**src/rtl/cmm_arb_pkg.sv**
```systemverilog
// Shared types and the round-robin search helper for the cmm_rr_arb_eb arbiter.
package cmm_arb_pkg;

  localparam int MAX_REQ = 16;
  localparam int PTR_W   = 4;

  typedef enum logic {
    ARB_IDLE   = 1'b0,
    ARB_LOCKED = 1'b1
  } arb_state_e;

  typedef struct packed {
    logic             found;
    logic [PTR_W-1:0] idx;
  } rr_pick_t;

  // First set bit of req at or after ptr, wrapping modulo n; descending loop so the lowest offset wins.
  function automatic rr_pick_t rr_pick(input logic [MAX_REQ-1:0] req,
                                       input logic [PTR_W-1:0]   ptr,
                                       input int                 n);
    rr_pick_t res;
    int       k;
    res = '0;
    for (int i = MAX_REQ - 1; i >= 0; i--) begin
      if (i < n) begin
        k = int'(ptr) + i;
        if (k >= n) begin
          k = k - n;
        end else begin
          k = k;
        end
        if (req[PTR_W'(k)]) begin
          res.found = 1'b1;
          res.idx   = PTR_W'(k);
        end else begin
          res = res;
        end
      end else begin
        res = res;
      end
    end
    return res;
  endfunction

endpackage

```
**src/rtl/cmm_rr_arb_eb_if.sv**
```systemverilog
// Requester-side and downstream handshake bundle of the cmm_rr_arb_eb arbiter.
interface cmm_rr_arb_eb_if #(
  parameter int NREQ   = 4,
  parameter int DWIDTH = 16
);
  localparam int IDW = $clog2(NREQ);

  logic [NREQ-1:0]        i_valid;
  logic [NREQ-1:0]        i_last;
  logic [NREQ*DWIDTH-1:0] i_data;
  logic [NREQ-1:0]        o_ready;
  logic                   o_valid;
  logic                   o_last;
  logic [DWIDTH-1:0]      o_data;
  logic [IDW-1:0]         o_id;
  logic                   i_ready;

  modport slave (
    input  i_valid, i_last, i_data, i_ready,
    output o_ready, o_valid, o_last, o_data, o_id
  );

  modport master (
    output i_valid, i_last, i_data, i_ready,
    input  o_ready, o_valid, o_last, o_data, o_id
  );
endinterface

```
**src/rtl/cmm_arb_obuf.sv**
```systemverilog
// Two-entry elastic buffer holding {last, id, data}; accept enable comes from registered count only.
module cmm_arb_obuf #(
  parameter int DWIDTH = 16,
  parameter int IDW    = 2
) (
  input  logic              i_clk,
  input  logic              rst,
  input  logic              i_push,
  input  logic              i_push_last,
  input  logic [IDW-1:0]    i_push_id,
  input  logic [DWIDTH-1:0] i_push_data,
  output logic              o_buf_rdy,
  input  logic              i_ready,
  output logic              o_valid,
  output logic              o_last,
  output logic [IDW-1:0]    o_id,
  output logic [DWIDTH-1:0] o_data
);
  localparam int EW = 1 + IDW + DWIDTH;

  logic [EW-1:0] r_mem [2];
  logic          r_head;
  logic          r_tail;
  logic [1:0]    r_count;
  logic          w_push;
  logic          w_pop;

  assign o_buf_rdy = (r_count < 2'd2);
  assign w_push    = i_push & o_buf_rdy;
  assign w_pop     = (r_count != 2'd0) & i_ready;

  // Storage, pointers and occupancy; push and pop together leave the count unchanged.
  always_ff @(posedge i_clk) begin
    if (rst) begin
      r_mem[0] <= '0;
      r_mem[1] <= '0;
      r_head   <= 1'b0;
      r_tail   <= 1'b0;
      r_count  <= 2'd0;
    end else begin
      if (w_push) begin
        r_mem[r_tail] <= {i_push_last, i_push_id, i_push_data};
        r_tail        <= ~r_tail;
      end else begin
        r_tail <= r_tail;
      end
      if (w_pop) begin
        r_head <= ~r_head;
      end else begin
        r_head <= r_head;
      end
      case ({w_push, w_pop})
        2'b10:   r_count <= r_count + 2'd1;
        2'b01:   r_count <= r_count - 2'd1;
        default: r_count <= r_count;
      endcase
    end
  end

  assign {o_last, o_id, o_data} = r_mem[r_head];
  assign o_valid                = (r_count != 2'd0);

endmodule

```
**src/rtl/cmm_rr_arb_eb.sv**
```systemverilog
// Round-robin arbiter with packet lock sharing one 2-slot elastic buffer among NREQ requesters.
module cmm_rr_arb_eb
  import cmm_arb_pkg::*;
#(
  parameter int NREQ   = 4,
  parameter int DWIDTH = 16
) (
  input logic            i_clk,
  input logic            rst,
  cmm_rr_arb_eb_if.slave bus
);
  localparam int             IDW      = $clog2(NREQ);
  localparam logic [IDW-1:0] LAST_IDX = IDW'(NREQ - 1);

  arb_state_e        r_state;
  arb_state_e        w_state_nxt;
  logic [IDW-1:0]    r_rr_ptr;
  logic [IDW-1:0]    w_rr_nxt;
  logic [IDW-1:0]    r_lock_id;
  logic [IDW-1:0]    w_lock_nxt;
  logic [IDW-1:0]    w_sel;
  logic [NREQ-1:0]   w_ready;
  logic              w_push;
  logic              w_buf_rdy;
  logic [DWIDTH-1:0] w_push_data;
  rr_pick_t          w_pick;

  function automatic logic [IDW-1:0] next_idx(input logic [IDW-1:0] idx);
    return (idx == LAST_IDX) ? '0 : idx + IDW'(1);
  endfunction

  assign w_pick      = rr_pick(MAX_REQ'(bus.i_valid), PTR_W'(r_rr_ptr), NREQ);
  assign w_push_data = bus.i_data[w_sel*DWIDTH +: DWIDTH];
  assign bus.o_ready = w_ready;

  // Grant, push and next-state decode; ready is forced low while rst is asserted.
  always_comb begin
    w_state_nxt = r_state;
    w_rr_nxt    = r_rr_ptr;
    w_lock_nxt  = r_lock_id;
    w_sel       = r_lock_id;
    w_ready     = '0;
    w_push      = 1'b0;
    case (r_state)
      ARB_IDLE: begin
        w_sel = w_pick.idx[IDW-1:0];
        if (w_pick.found && !rst) begin
          w_ready[w_sel] = w_buf_rdy;
          w_push         = bus.i_valid[w_sel] & w_buf_rdy;
        end else begin
          w_push = 1'b0;
        end
        if (w_push && bus.i_last[w_sel]) begin
          w_rr_nxt = next_idx(w_sel);
        end else if (w_push) begin
          w_state_nxt = ARB_LOCKED;
          w_lock_nxt  = w_sel;
        end else begin
          w_state_nxt = ARB_IDLE;
        end
      end
      ARB_LOCKED: begin
        if (!rst) begin
          w_ready[r_lock_id] = w_buf_rdy;
          w_push             = bus.i_valid[r_lock_id] & w_buf_rdy;
        end else begin
          w_push = 1'b0;
        end
        if (w_push && bus.i_last[r_lock_id]) begin
          w_state_nxt = ARB_IDLE;
          w_rr_nxt    = next_idx(r_lock_id);
        end else begin
          w_state_nxt = ARB_LOCKED;
        end
      end
      default: begin
        w_state_nxt = ARB_IDLE;
      end
    endcase
  end

  // Arbiter state, round-robin pointer and locked owner.
  always_ff @(posedge i_clk) begin
    if (rst) begin
      r_state   <= ARB_IDLE;
      r_rr_ptr  <= '0;
      r_lock_id <= '0;
    end else begin
      r_state   <= w_state_nxt;
      r_rr_ptr  <= w_rr_nxt;
      r_lock_id <= w_lock_nxt;
    end
  end

  cmm_arb_obuf #(
    .DWIDTH (DWIDTH),
    .IDW    (IDW)
  ) u_obuf (
    .i_clk       (i_clk),
    .rst         (rst),
    .i_push      (w_push),
    .i_push_last (bus.i_last[w_sel]),
    .i_push_id   (w_sel),
    .i_push_data (w_push_data),
    .o_buf_rdy   (w_buf_rdy),
    .i_ready     (bus.i_ready),
    .o_valid     (bus.o_valid),
    .o_last      (bus.o_last),
    .o_id        (bus.o_id),
    .o_data      (bus.o_data)
  );

endmodule
```
**src/flat_wrapper.sv**
```systemverilog
// flat-port wrapper written by rule: the top's interface ports become plain ports
module cmm_rr_arb_eb_flat import cmm_arb_pkg::*;
#(
  parameter int NREQ   = 4,
  parameter int DWIDTH = 16
)
  (i_clk, rst, bus_i_valid, bus_i_last, bus_i_data, bus_i_ready, bus_o_ready, bus_o_valid, bus_o_last, bus_o_data, bus_o_id);
  cmm_rr_arb_eb_if #(.NREQ(NREQ), .DWIDTH(DWIDTH)) bus_i ();
  input logic i_clk;
  input logic rst;
  input wire logic [$bits(bus_i.i_valid)-1:0] bus_i_valid;
  input wire logic [$bits(bus_i.i_last)-1:0] bus_i_last;
  input wire logic [$bits(bus_i.i_data)-1:0] bus_i_data;
  input wire logic [$bits(bus_i.i_ready)-1:0] bus_i_ready;
  output wire logic [$bits(bus_i.o_ready)-1:0] bus_o_ready;
  output wire logic [$bits(bus_i.o_valid)-1:0] bus_o_valid;
  output wire logic [$bits(bus_i.o_last)-1:0] bus_o_last;
  output wire logic [$bits(bus_i.o_data)-1:0] bus_o_data;
  output wire logic [$bits(bus_i.o_id)-1:0] bus_o_id;
  assign bus_i.i_valid = bus_i_valid;
  assign bus_i.i_last = bus_i_last;
  assign bus_i.i_data = bus_i_data;
  assign bus_i.i_ready = bus_i_ready;
  assign bus_o_ready = bus_i.o_ready;
  assign bus_o_valid = bus_i.o_valid;
  assign bus_o_last = bus_i.o_last;
  assign bus_o_data = bus_i.o_data;
  assign bus_o_id = bus_i.o_id;
  cmm_rr_arb_eb #(.NREQ(NREQ), .DWIDTH(DWIDTH)) u_core (.i_clk(i_clk), .rst(rst), .bus(bus_i));
endmodule
```
**config.mk**
```make
export PLATFORM = sky130hd
export DESIGN_NAME = cmm_rr_arb_eb_flat
export DESIGN_NICKNAME = d
export VERILOG_FILES = /design/src/rtl/cmm_arb_pkg.sv /design/src/rtl/cmm_rr_arb_eb_if.sv /design/src/rtl/cmm_arb_obuf.sv /design/src/rtl/cmm_rr_arb_eb.sv /design/src/flat_wrapper.sv
export SDC_FILE = /design/constraint.sdc
export NUM_CORES = 1
export LEC_CHECK = 0
export BUFFER_PORTS_ARGS = -buffer_cell sky130_fd_sc_hd__buf_2
export CORE_ASPECT_RATIO = 0.7
export CORE_MARGIN = 2
export CORE_UTILIZATION = 52
export CTS_CLUSTER_SIZE = 30
export DETAILED_ROUTE_END_ITERATION = 10
export PLACE_DENSITY_LB_ADDON = 0.25
export SLEW_MARGIN = 5
export SYNTH_ARGS = -nofsm -noshare
export SYNTH_HDL_FRONTEND = slang
export SYNTH_HIERARCHICAL = 1
export SYNTH_SLANG_ARGS = --single-unit
```
**constraint.sdc**
```tcl
create_clock -name i_clk -period 4.6 [get_ports i_clk]
set_input_delay 0.46 -clock i_clk [delete_from_list [all_inputs] [get_ports i_clk]]
set_output_delay 0.46 -clock i_clk [all_outputs]
set_load 0.01 [all_outputs]
```
==> flow_summary.toml <==
[status]
status = "completed"

[min_path]
min_path_cells = 2
hp-start = "u_core/u_obuf/r_tail$_SDFFE_PP0P_"
hold_class = "flip-flop to flip-flop"
hold_end = "u_core/u_obuf/r_tail$_SDFFE_PP0P_"

[synthesis]
syn_inst = 285
ys_ff_latch = 48
synthFlopType = "edfxtp_1"
ys_seq_area_share_pct = 40.9
synth_area_per_cell_um2 = 11.5
synth_edf_count = 38
netlist-cell-type-count = 47
async_reset_ff_share_pct = 0
synth.yosys.warnings = 6
synth_fp_nets = 374
syn_area_mm2 = 0.00328

[critical_path]
cp_slowest_cell = "a21o_1"
crit_required_ns = 4.53
crit_fanout = 19
cp_common_cell = "inv_1"
cpPeakStageDelay_ns = 0.69
rrSetupSlack_ns = 0.72
path_buf_inv = 2
r2r_end = "u_core/u_obuf/r_mem[1][18]$_SDFFCE_PN0P_"
ff2ff_path_depth = 9
worstSetupPathType = "flip-flop to flip-flop"
crit_path_cell_trace = "inv_1, ha_1, mux4_2, nand2_1, o21a_4, a311oi_1, inv_1, o21ai_0, a21o_1"
start_kind = "flip-flop"
cp-end-kind = "flip-flop"
cp.arrival_ns = 3.81
cp_top_family = "compound AO/OA/AOI/OAI gates"
regToRegStartpoint = "u_core/r_rr_ptr[0]$_SDFFE_PP0P_"

[timing]
skew_ns = 0.00248
drv_slew = 0
hold_ws_ns = 0.476
slew_headroom_pct = 20.6
rsz0062_at_grt = "no"
hold_viol = 0
setup_tns_ns = 0
tightestPinTransition_ns = 1.19
finalCritPeriodShare_pct = 84.4
fmax_mhz = 258
setup_viol = 0
fin_crit_ns = 3.88

[route]
dr_total_vias = 2536
totalWireLength_mm = 7.05
drt_iter0_markers = 153
drc = 0
dr.pass1.iters = 4
drtAntennaViolNets = 0
viasPerCell = 5.59
wl_per_cell_um = 15.5

[cells_and_area]
final_cell_mix = "98 x buf_2, 53 x mux2i_1, 38 x and3_1, 38 x edfxtp_1, 20 x mux2_2"
area_growth_pct = 18.8
fin_cells = 454
mostFrequentLayoutCell = "buf_2"
fill_cells = 485
seqCellArea_mm2 = 0.00134
final_nets = 464
layout-drive-gt1-share_pct = 37.5
diodes = 0
fin_util_pct = 63.3
multiInputGateArea_mm2 = 0.00182

[floorplan]
start_util_pct = 53.3
dieHeight_um = 70.5
core_area_mm2 = 0.00616
rows = 24
die_area_mm2 = 0.00697
pin_count = 99
die_w_um = 98.9

[clock_tree]
path_clk_slew_ns = 0.09
cts_htree_levels = 2
cts_resized = 0
postCtsHoldBufs = 0
clock_latency_ns = 0.30
cts_tree = "built"
cts_buffers = 5
ctsLongestPathBuffers = 2
root_buffer = "clkbuf_8"
post_cts_buffers = 0
cts.sinks = 48

[pwr]
powerDensity_mw_per_mm2 = 761
vdd_drop_max_uv = 613
p_leak_nw = 1.95

[global_route]
grt_pass1_wl_mm = 11.1
gr-usage-all-layers_pct = 20.0
grt_pass1_vias = 2410
overflow = 0
grt_start_max_net_pins = 39
antenna_found_initial = 0

[flow_run]
cap_violations = 0

[placed_design]
hpwlAfterDp_mm = 5.04
dp.cells = 446
portBuffers = 98
place.gp.congestion = 0.950
[cells in the mapped netlist, types with 4 or more instances]
| cell | n | share of area, % |
|---|---|---|
| mux2_1 | 4 | 1.4 |
| o21ai_0 | 5 | 0.76 |
| nor2_1 | 11 | 1.3 |
| mux4_2 | 4 | 2.7 |
| and3_1 | 38 | 7.2 |
| nor2b_1 | 6 | 1.1 |
| nand2b_1 | 6 | 1.1 |
| a21oi_1 | 6 | 0.92 |
| buf_2 | 8 | 1.2 |
| mux2i_1 | 54 | 16 |
| clkbuf_1 | 5 | 0.57 |
| nand2_1 | 7 | 0.80 |
| inv_1 | 10 | 1.1 |
| a22o_1 | 5 | 1.3 |
| edfxtp_1 | 38 | 35 |
| dfxtp_1 | 10 | 6.1 |
| mux2_2 | 20 | 6.9 |
| ha_1 | 14 | 5.3 |
[logic make-up after synthesis]
logic type	after synthesis	synth area share (%)
buf+inv	29	4.12
flops	48	40.9
mux	82	27.5
fa+ha+maj	14	5.34
xor+xnor	3	0.801
simple gates	76	13.2
compound gates	33	8.16
[worst reg2reg max path, cell delays in order (launching register included)]
cell      delay, ns
dfxtp_1        0.62
inv_1          0.21
ha_1           0.40
mux4_2         0.24
nand2_1        0.09
o21a_4         0.15
a311oi_1       0.65
inv_1          0.21
o21ai_0        0.24
a21o_1         0.69
[worst max-delay path by stage]
stage                                     from  cells after the start                                       end
6_report       u_core/r_rr_ptr[0]$_SDFFE_PP0P_                      9  u_core/u_obuf/r_mem[1][18]$_SDFFCE_PN0P_
5_1_grt        u_core/r_rr_ptr[0]$_SDFFE_PP0P_                      9  u_core/u_obuf/r_mem[1][10]$_SDFFCE_PN0P_
3_3_place_gp   u_core/r_rr_ptr[0]$_SDFFE_PP0P_                      9   u_core/u_obuf/r_mem[1][3]$_SDFFCE_PN0P_
4_1_cts        u_core/r_rr_ptr[0]$_SDFFE_PP0P_                      9   u_core/u_obuf/r_mem[1][4]$_SDFFCE_PN0P_
3_5_place_dp   u_core/r_rr_ptr[0]$_SDFFE_PP0P_                      9   u_core/u_obuf/r_mem[1][3]$_SDFFCE_PN0P_
2_1_floorplan  u_core/r_rr_ptr[0]$_SDFFE_PP0P_                     13     u_core/u_obuf/r_count[1]$_SDFFE_PP0P_
[layout make-up]
type	count	area share [%]
Tap cell	78	2.50
Clock inverter	3	0.449
Sequential cell	48	34.4
Timing Repair Buffer	101	13.2
Clock buffer	5	1.77
Multi-Input combinational cell	208	46.7
Inverter	11	1.06
[registers in the layout (all words and copies together), names as in the netlist, named ones only]
name                   cells
u_core/r_lock_id           2
u_core/u_obuf/r_count      2
u_core/u_obuf/r_tail       1
u_core/u_obuf/r_mem       38
u_core/r_state             1
u_core/r_rr_ptr            2
u_core/u_obuf/r_head       1
[report_power, final]
group	total [mW]	internal [mW]	switching, mW
clock network	0.246	0.106	0.139
registers	0.793	0.673	0.120
logic	1.93	0.880	1.05
[per-stage QoR]
stage | instance area [µm²] | power, mW | setup WS (ns)
floorplan | 3280 | 2.26 | 1.37
detailed placement | 3810 | 2.73 | 0.766
CTS | 3900 | 2.98 | 0.732
finish | 3900 | 2.97 | 0.719
global route | 3900 | 3.19 | 0.432
global placement | 3810 | 2.69 | 0.862
[layer usage]
layer | track usage (%) | part of all wire, % | up-vias
met5 | 0 | 0 | -
met4 | 5.78 | 0.77 | 0
met3 | 4.20 | 8.6 | 7
met2 | 33.3 | 46 | 115
met1 | 26.4 | 44 | 1170
li1 | - | - | 1244
Note: power is estimated with default switching activity, not from simulation.
